--- config.mk ---
export PLATFORM = sky130hd
export DESIGN_NAME = rx8b10b_link_ctrl
export DESIGN_NICKNAME = d
export VERILOG_FILES = /design/src/rtl/rx8b10b_link_ctrl.sv
export SDC_FILE = /design/constraint.sdc
export NUM_CORES = 1
export LEC_CHECK = 0
export BUFFER_PORTS_ARGS = -buffer_cell sky130_fd_sc_hd__buf_2
export CAP_MARGIN = 20
export CORE_AREA = 2 2 72 74
export CTS_CLUSTER_DIAMETER = 120
export DETAILED_ROUTE_END_ITERATION = 10
export DIE_AREA = 0 0 74 76
export GPL_TIMING_DRIVEN = 0
export MAX_ROUTING_LAYER = met4
export PLACE_DENSITY = 0.89
export SLEW_MARGIN = 0
export SYNTH_ARGS = -nofsm -noshare
export SYNTH_HDL_FRONTEND = slang
export SYNTH_SLANG_ARGS = --single-unit
--- constraint.sdc ---
create_clock -name clk -period 5.7 [get_ports clk]
set_input_delay 0.57 -clock clk [delete_from_list [all_inputs] [get_ports clk]]
set_output_delay 0.57 -clock clk [all_outputs]
set_load 0.05 [all_outputs]
--- src/rtl/rx8b10b_link_ctrl.sv ---
// Link controller beside an 8b10b receiver: sequences the receiver enable through
// resync/acquire/link and drains the receiver FIFO into a valid/ready byte stream.
module rx8b10b_link_ctrl #(
    parameter int unsigned GOOD_THRESH  = 8,
    parameter int unsigned ERR_THRESH   = 4,
    parameter int unsigned RESYNC_CLKS  = 64,
    parameter int unsigned TIMEOUT_CLKS = 4096
) (
    input  logic       clk,
    input  logic       rst_n,
    input  logic       enable,
    input  logic       wordStrobe,
    input  logic       errorDetect,
    input  logic       dataPresent,
    input  logic [7:0] rxData,
    output logic       rxEnable,
    output logic       readStrobe,
    output logic [7:0] outData,
    output logic       outValid,
    input  logic       outReady,
    output logic       linkUp,
    output logic [1:0] state,
    output logic [7:0] resyncCount
);

    typedef enum logic [1:0] {
        S_IDLE    = 2'd0,
        S_RESYNC  = 2'd1,
        S_ACQUIRE = 2'd2,
        S_LINKED  = 2'd3
    } state_t;

    localparam logic [15:0] RESYNC_LAST  = 16'(RESYNC_CLKS - 1);
    localparam logic [15:0] TIMEOUT_LAST = 16'(TIMEOUT_CLKS - 1);
    localparam logic [7:0]  GOOD_LAST    = 8'(GOOD_THRESH - 1);
    localparam logic [7:0]  ERR_LAST     = 8'(ERR_THRESH - 1);

    state_t      r_state;
    state_t      w_nextState;
    logic [15:0] r_timer;
    logic [15:0] w_nextTimer;
    logic [7:0]  r_goodCnt;
    logic [7:0]  w_nextGoodCnt;
    logic [7:0]  r_errCnt;
    logic [7:0]  w_nextErrCnt;
    logic [7:0]  r_resyncCount;
    logic [7:0]  w_nextResyncCount;
    logic        w_forceResync;

    logic        r_rxEnable;
    logic        r_linkUp;
    logic        r_holdoff;
    logic        r_outValid;
    logic [7:0]  r_outData;

    logic        w_goodWord;
    logic        w_badWord;
    logic        w_outFree;
    logic        w_readStrobe;
    logic        w_load;

    assign w_goodWord = wordStrobe && !errorDetect;
    assign w_badWord  = wordStrobe && errorDetect;

    // Dropping enable overrides every other transition and clears the counters.
    always_comb begin
        w_nextState   = r_state;
        w_nextTimer   = r_timer;
        w_nextGoodCnt = r_goodCnt;
        w_nextErrCnt  = r_errCnt;
        w_forceResync = 1'b0;
        if (!enable) begin
            w_nextState   = S_IDLE;
            w_nextTimer   = 16'd0;
            w_nextGoodCnt = 8'd0;
            w_nextErrCnt  = 8'd0;
        end else begin
            case (r_state)
                S_IDLE: begin
                    w_nextState = S_RESYNC;
                    w_nextTimer = 16'd0;
                end
                S_RESYNC: begin
                    if (r_timer == RESYNC_LAST) begin
                        w_nextState   = S_ACQUIRE;
                        w_nextTimer   = 16'd0;
                        w_nextGoodCnt = 8'd0;
                    end else begin
                        w_nextTimer = r_timer + 16'd1;
                    end
                end
                S_ACQUIRE: begin
                    if (wordStrobe) begin
                        w_nextTimer = 16'd0;
                        if (errorDetect) begin
                            w_nextGoodCnt = 8'd0;
                        end else if (r_goodCnt == GOOD_LAST) begin
                            w_nextState   = S_LINKED;
                            w_nextGoodCnt = 8'd0;
                            w_nextErrCnt  = 8'd0;
                        end else begin
                            w_nextGoodCnt = r_goodCnt + 8'd1;
                        end
                    end else if (r_timer == TIMEOUT_LAST) begin
                        w_nextState   = S_RESYNC;
                        w_nextTimer   = 16'd0;
                        w_forceResync = 1'b1;
                    end else begin
                        w_nextTimer = r_timer + 16'd1;
                    end
                end
                S_LINKED: begin
                    if (w_badWord) begin
                        if (r_errCnt == ERR_LAST) begin
                            w_nextState   = S_RESYNC;
                            w_nextTimer   = 16'd0;
                            w_nextErrCnt  = 8'd0;
                            w_forceResync = 1'b1;
                        end else begin
                            w_nextErrCnt = r_errCnt + 8'd1;
                        end
                    end else if (w_goodWord) begin
                        w_nextErrCnt = 8'd0;
                    end
                end
                default: begin
                    w_nextState = S_IDLE;
                end
            endcase
        end
    end

    assign w_nextResyncCount = (w_forceResync && (r_resyncCount != 8'hFF)) ?
                               (r_resyncCount + 8'd1) : r_resyncCount;

    always_ff @(posedge clk or negedge rst_n) begin
        if (!rst_n) begin
            r_state       <= S_IDLE;
            r_timer       <= 16'd0;
            r_goodCnt     <= 8'd0;
            r_errCnt      <= 8'd0;
            r_resyncCount <= 8'd0;
            r_rxEnable    <= 1'b0;
            r_linkUp      <= 1'b0;
        end else begin
            r_state       <= w_nextState;
            r_timer       <= w_nextTimer;
            r_goodCnt     <= w_nextGoodCnt;
            r_errCnt      <= w_nextErrCnt;
            r_resyncCount <= w_nextResyncCount;
            r_rxEnable    <= (w_nextState == S_ACQUIRE) || (w_nextState == S_LINKED);
            r_linkUp      <= (w_nextState == S_LINKED);
        end
    end

    // The FIFO head lags a pop by one clock, so a pop is always followed by a holdoff.
    assign w_outFree    = !r_outValid || outReady;
    assign w_readStrobe = rst_n && dataPresent && !r_holdoff &&
                          ((r_state != S_LINKED) || w_outFree);
    assign w_load       = w_readStrobe && (r_state == S_LINKED);

    always_ff @(posedge clk or negedge rst_n) begin
        if (!rst_n) begin
            r_holdoff  <= 1'b0;
            r_outValid <= 1'b0;
            r_outData  <= 8'd0;
        end else begin
            r_holdoff <= w_readStrobe;
            if (w_load) begin
                r_outData  <= rxData;
                r_outValid <= 1'b1;
            end else if (r_outValid && outReady) begin
                r_outValid <= 1'b0;
            end
        end
    end

    assign rxEnable    = r_rxEnable;
    assign readStrobe  = w_readStrobe;
    assign outData     = r_outData;
    assign outValid    = r_outValid;
    assign linkUp      = r_linkUp;
    assign state       = r_state;
    assign resyncCount = r_resyncCount;

endmodule

==> run_results.csv <==
group,metric,value,unit
status,status,"finished, final reports clean",
sta,tightest_slew,528,ps
routing,first_pass_iters,4,
routing,post-route-drc-count,0,
sta,hold_violations,0,
place,dpl_cell_area,3160,um2
global_routing,antenna_found_initial,0,
floorplanning,dieHeight,76,um
place,gp_congestion,0.915,
sta,finalSetupViolCount,0,
cts,ctsHoldBuffers,0,
logic_synthesis,ys_seq_area_frac,0.470,
routing,ant_nets,0,
setup_path,cp_data_arrival_time,2790,ps
sta,finClkSkew,6.44,ps
place,dpl_worst_slack,3180,ps
finish,final.fill_count,384,
floorplanning,die-area,5620,um2
job,cap_viol_max_count,0,
sta,worst_slew_margin_rel,0.645,
cts,cts_resized,0,
logic_synthesis,synth_area_leaders,"dfrtp_1 (47%), mux2_2 (3.9%), nor2_1 (3.9%)",
setup_path,r2r_cells,8,
logic_synthesis,synth_edf_count,0,
logic_synthesis,synth_top_area_share,0.470,
finish,multiInputGateArea,1430,um2
cts,cts_inserted_buffers,5,
min_path,worstHoldPathType,"input port to async pin",
global_routing,grt_max_degree,38,
cts,cts_tree,"built",
global_routing,grt_pass1_vias,2140,
logic_synthesis,synth_nets,320,
setup_path,worstSetupPathType,"flip-flop to flip-flop",
logic_synthesis,synthesis.area,2880,um2
routing,drtIter0Drc,238,
setup_path,worstPathRequired,5910,ps
cts,cts_htree_levels,2,
place,dpl.hpwl,4260,um
floorplanning,ios,37,
logic_synthesis,yosysUniqueCellTypes,49,
floorplanning,die_w,74,um
finish,layout.nets,363,
cts,cts_buffer_depth,2,
finish,final_cell_area,3260,um2
sta,fmax,387,MHz
routing,vias,2351,
finish,syn_to_final_growth,13.3,%
floorplanning,core,4910,um2
floorplanning,rows,26,
setup_path,r2r_start,"r_timer[0]",
power,power.leakage,1.63,nW
sta,period_share,0.453,
finish,final_common_cell,"dfrtp_1",
sta,rsz0062_at_grt,"false",
cts,cts_setup_buffers,0,
routing,via_per_inst,5.72,
cts,clock-sinks,54,
finish,drive_gt1_frac,0.202,
cts,clkLatencyLatePin,310,ps
setup_path,end_kind,"flip-flop",
logic_synthesis,async_flop_share,1.00,
global_routing,grt_pass1_wl,9690,um
logic_synthesis,ys_ff_latch,54,
sta,tns,0,ps
global_routing,grt.total_usage,0.224,
power,worst_ir_drop_vdd,0.000128,V
sta,worst_slack,3120,ps
logic_synthesis,syn-mean-instance-area,9.69,um2
global_routing,grt_overflow_total,0,
setup_path,critPathLaunchType,"flip-flop",
logic_synthesis,synth_warnings,0,
logic_synthesis,synth.largest_area_cell,"dfrtp_1",
routing,avgRoutedWirePerCell,14.1,um
setup_path,r2r-end,"r_timer[3]",
routing,drt-total-wl,5800,um
power,p_per_area,200,nW/um2
floorplanning,initial_core_util,0.586,
cts,clk_pin_slew,100,ps
logic_synthesis,ys.flop_type,"dfrtp_1",
setup_path,ff2ff_setup_slack,3120,ps
finish,layout_common_cells,"dfrtp_1 (54), buf_2 (37), nor2_1 (30)",
cts,clockRootBuffer,"clkbuf_8",
sta,maxSlewViolCount,0,
power,power,0.000652,W
finish,diodes,0,
setup_path,crit_fanout,10,
finish,regArea,1350,um2
sta,period_needed,2580,ps
logic_synthesis,syn_inst,297,
place,io_buffers,35,
cells by family after synthesis:
family,share of synthesized area
xor gates and xnor gates,0.0304
and+or+nand+nor,0.215
DFF,0.470
AOI/OAI and AO/OA,0.177
muxes,0.0391
adders and majority gates,0.0348
buffers and inverters,0.0335
layer usage:
metal  vias up  wire length (um)  share of wire  global-route usage
met1      1112              2600           0.45               0.307
met2        67              2840           0.49               0.347
met4         0                50         0.0086              0.0491
met5         -                 0              0                   -
met3         5               313          0.054              0.0423
li1       1167                 -              -                   -
per-stage QoR:
step                      cells  hold slack, ps   util
after floorplan             297             274      -
after global placement      402             409  0.639
after detailed placement    403             420  0.643
after CTS                   411             192  0.663
after global routing        411             216  0.663
final                       411             181  0.663
how the worst max path moves through the flow:
stage               startpoint    endpoint
detailed placement  r_timer[0]  r_timer[3]
global route        r_timer[0]  r_timer[2]
global placement         rst_n  readStrobe
CTS                 r_timer[0]  r_timer[3]
floorplan             state[0]  outData[0]
finish              r_timer[0]  r_timer[3]
worst max-delay path, stage by stage, from the launching register on:
cell,delay (ps)
dfrtp_1,410
ha_1,210
nand3_1,160
nor4_1,500
nand2_1,280
a31oi_2,440
nor2_2,60
buf_4,190
a22o_1,220
area by class of cell:
type	instances	area share
inverter	12	0.0138
clock buffer	6	0.0253
buffer	8	0.0157
clock inverter	2	0.00499
multi-input combinational	223	0.439
sequential	54	0.415
tap	70	0.0269
timing repair buffer	36	0.0599
state kept, by name (all words and copies together) (netlist names):
register,count
outValid,1
state,2
r_errCnt,8
rxEnable,1
resyncCount,8
r_holdoff,1
r_goodCnt,8
r_timer,16
linkUp,1
outData,8
where the power goes:
group	internal, W	switching (W)	leakage (nW)
sequential	0.000384	0.00000121	0.752
clock	0.000100	0.000129	0.0478
combinational	0.0000120	0.0000253	0.830
total	0.000496	0.000155	1.63
cells in the mapped netlist (3+ instances only):
cell type	number
dfrtp_1	54
nand2_1	24
xor2_1	6
a21o_1	7
a22o_1	11
nand4_1	6
nand3_1	18
inv_1	12
xnor2_1	4
and3_1	8
o21ai_0	22
nor4_1	5
a21oi_1	8
nor3_1	8
ha_1	8
clkbuf_1	3
nor2b_1	6
o31ai_1	8
nand2b_1	3
mux2_2	10
nor2_1	30
No activity file was read; power rests on OpenSTA's default activity.
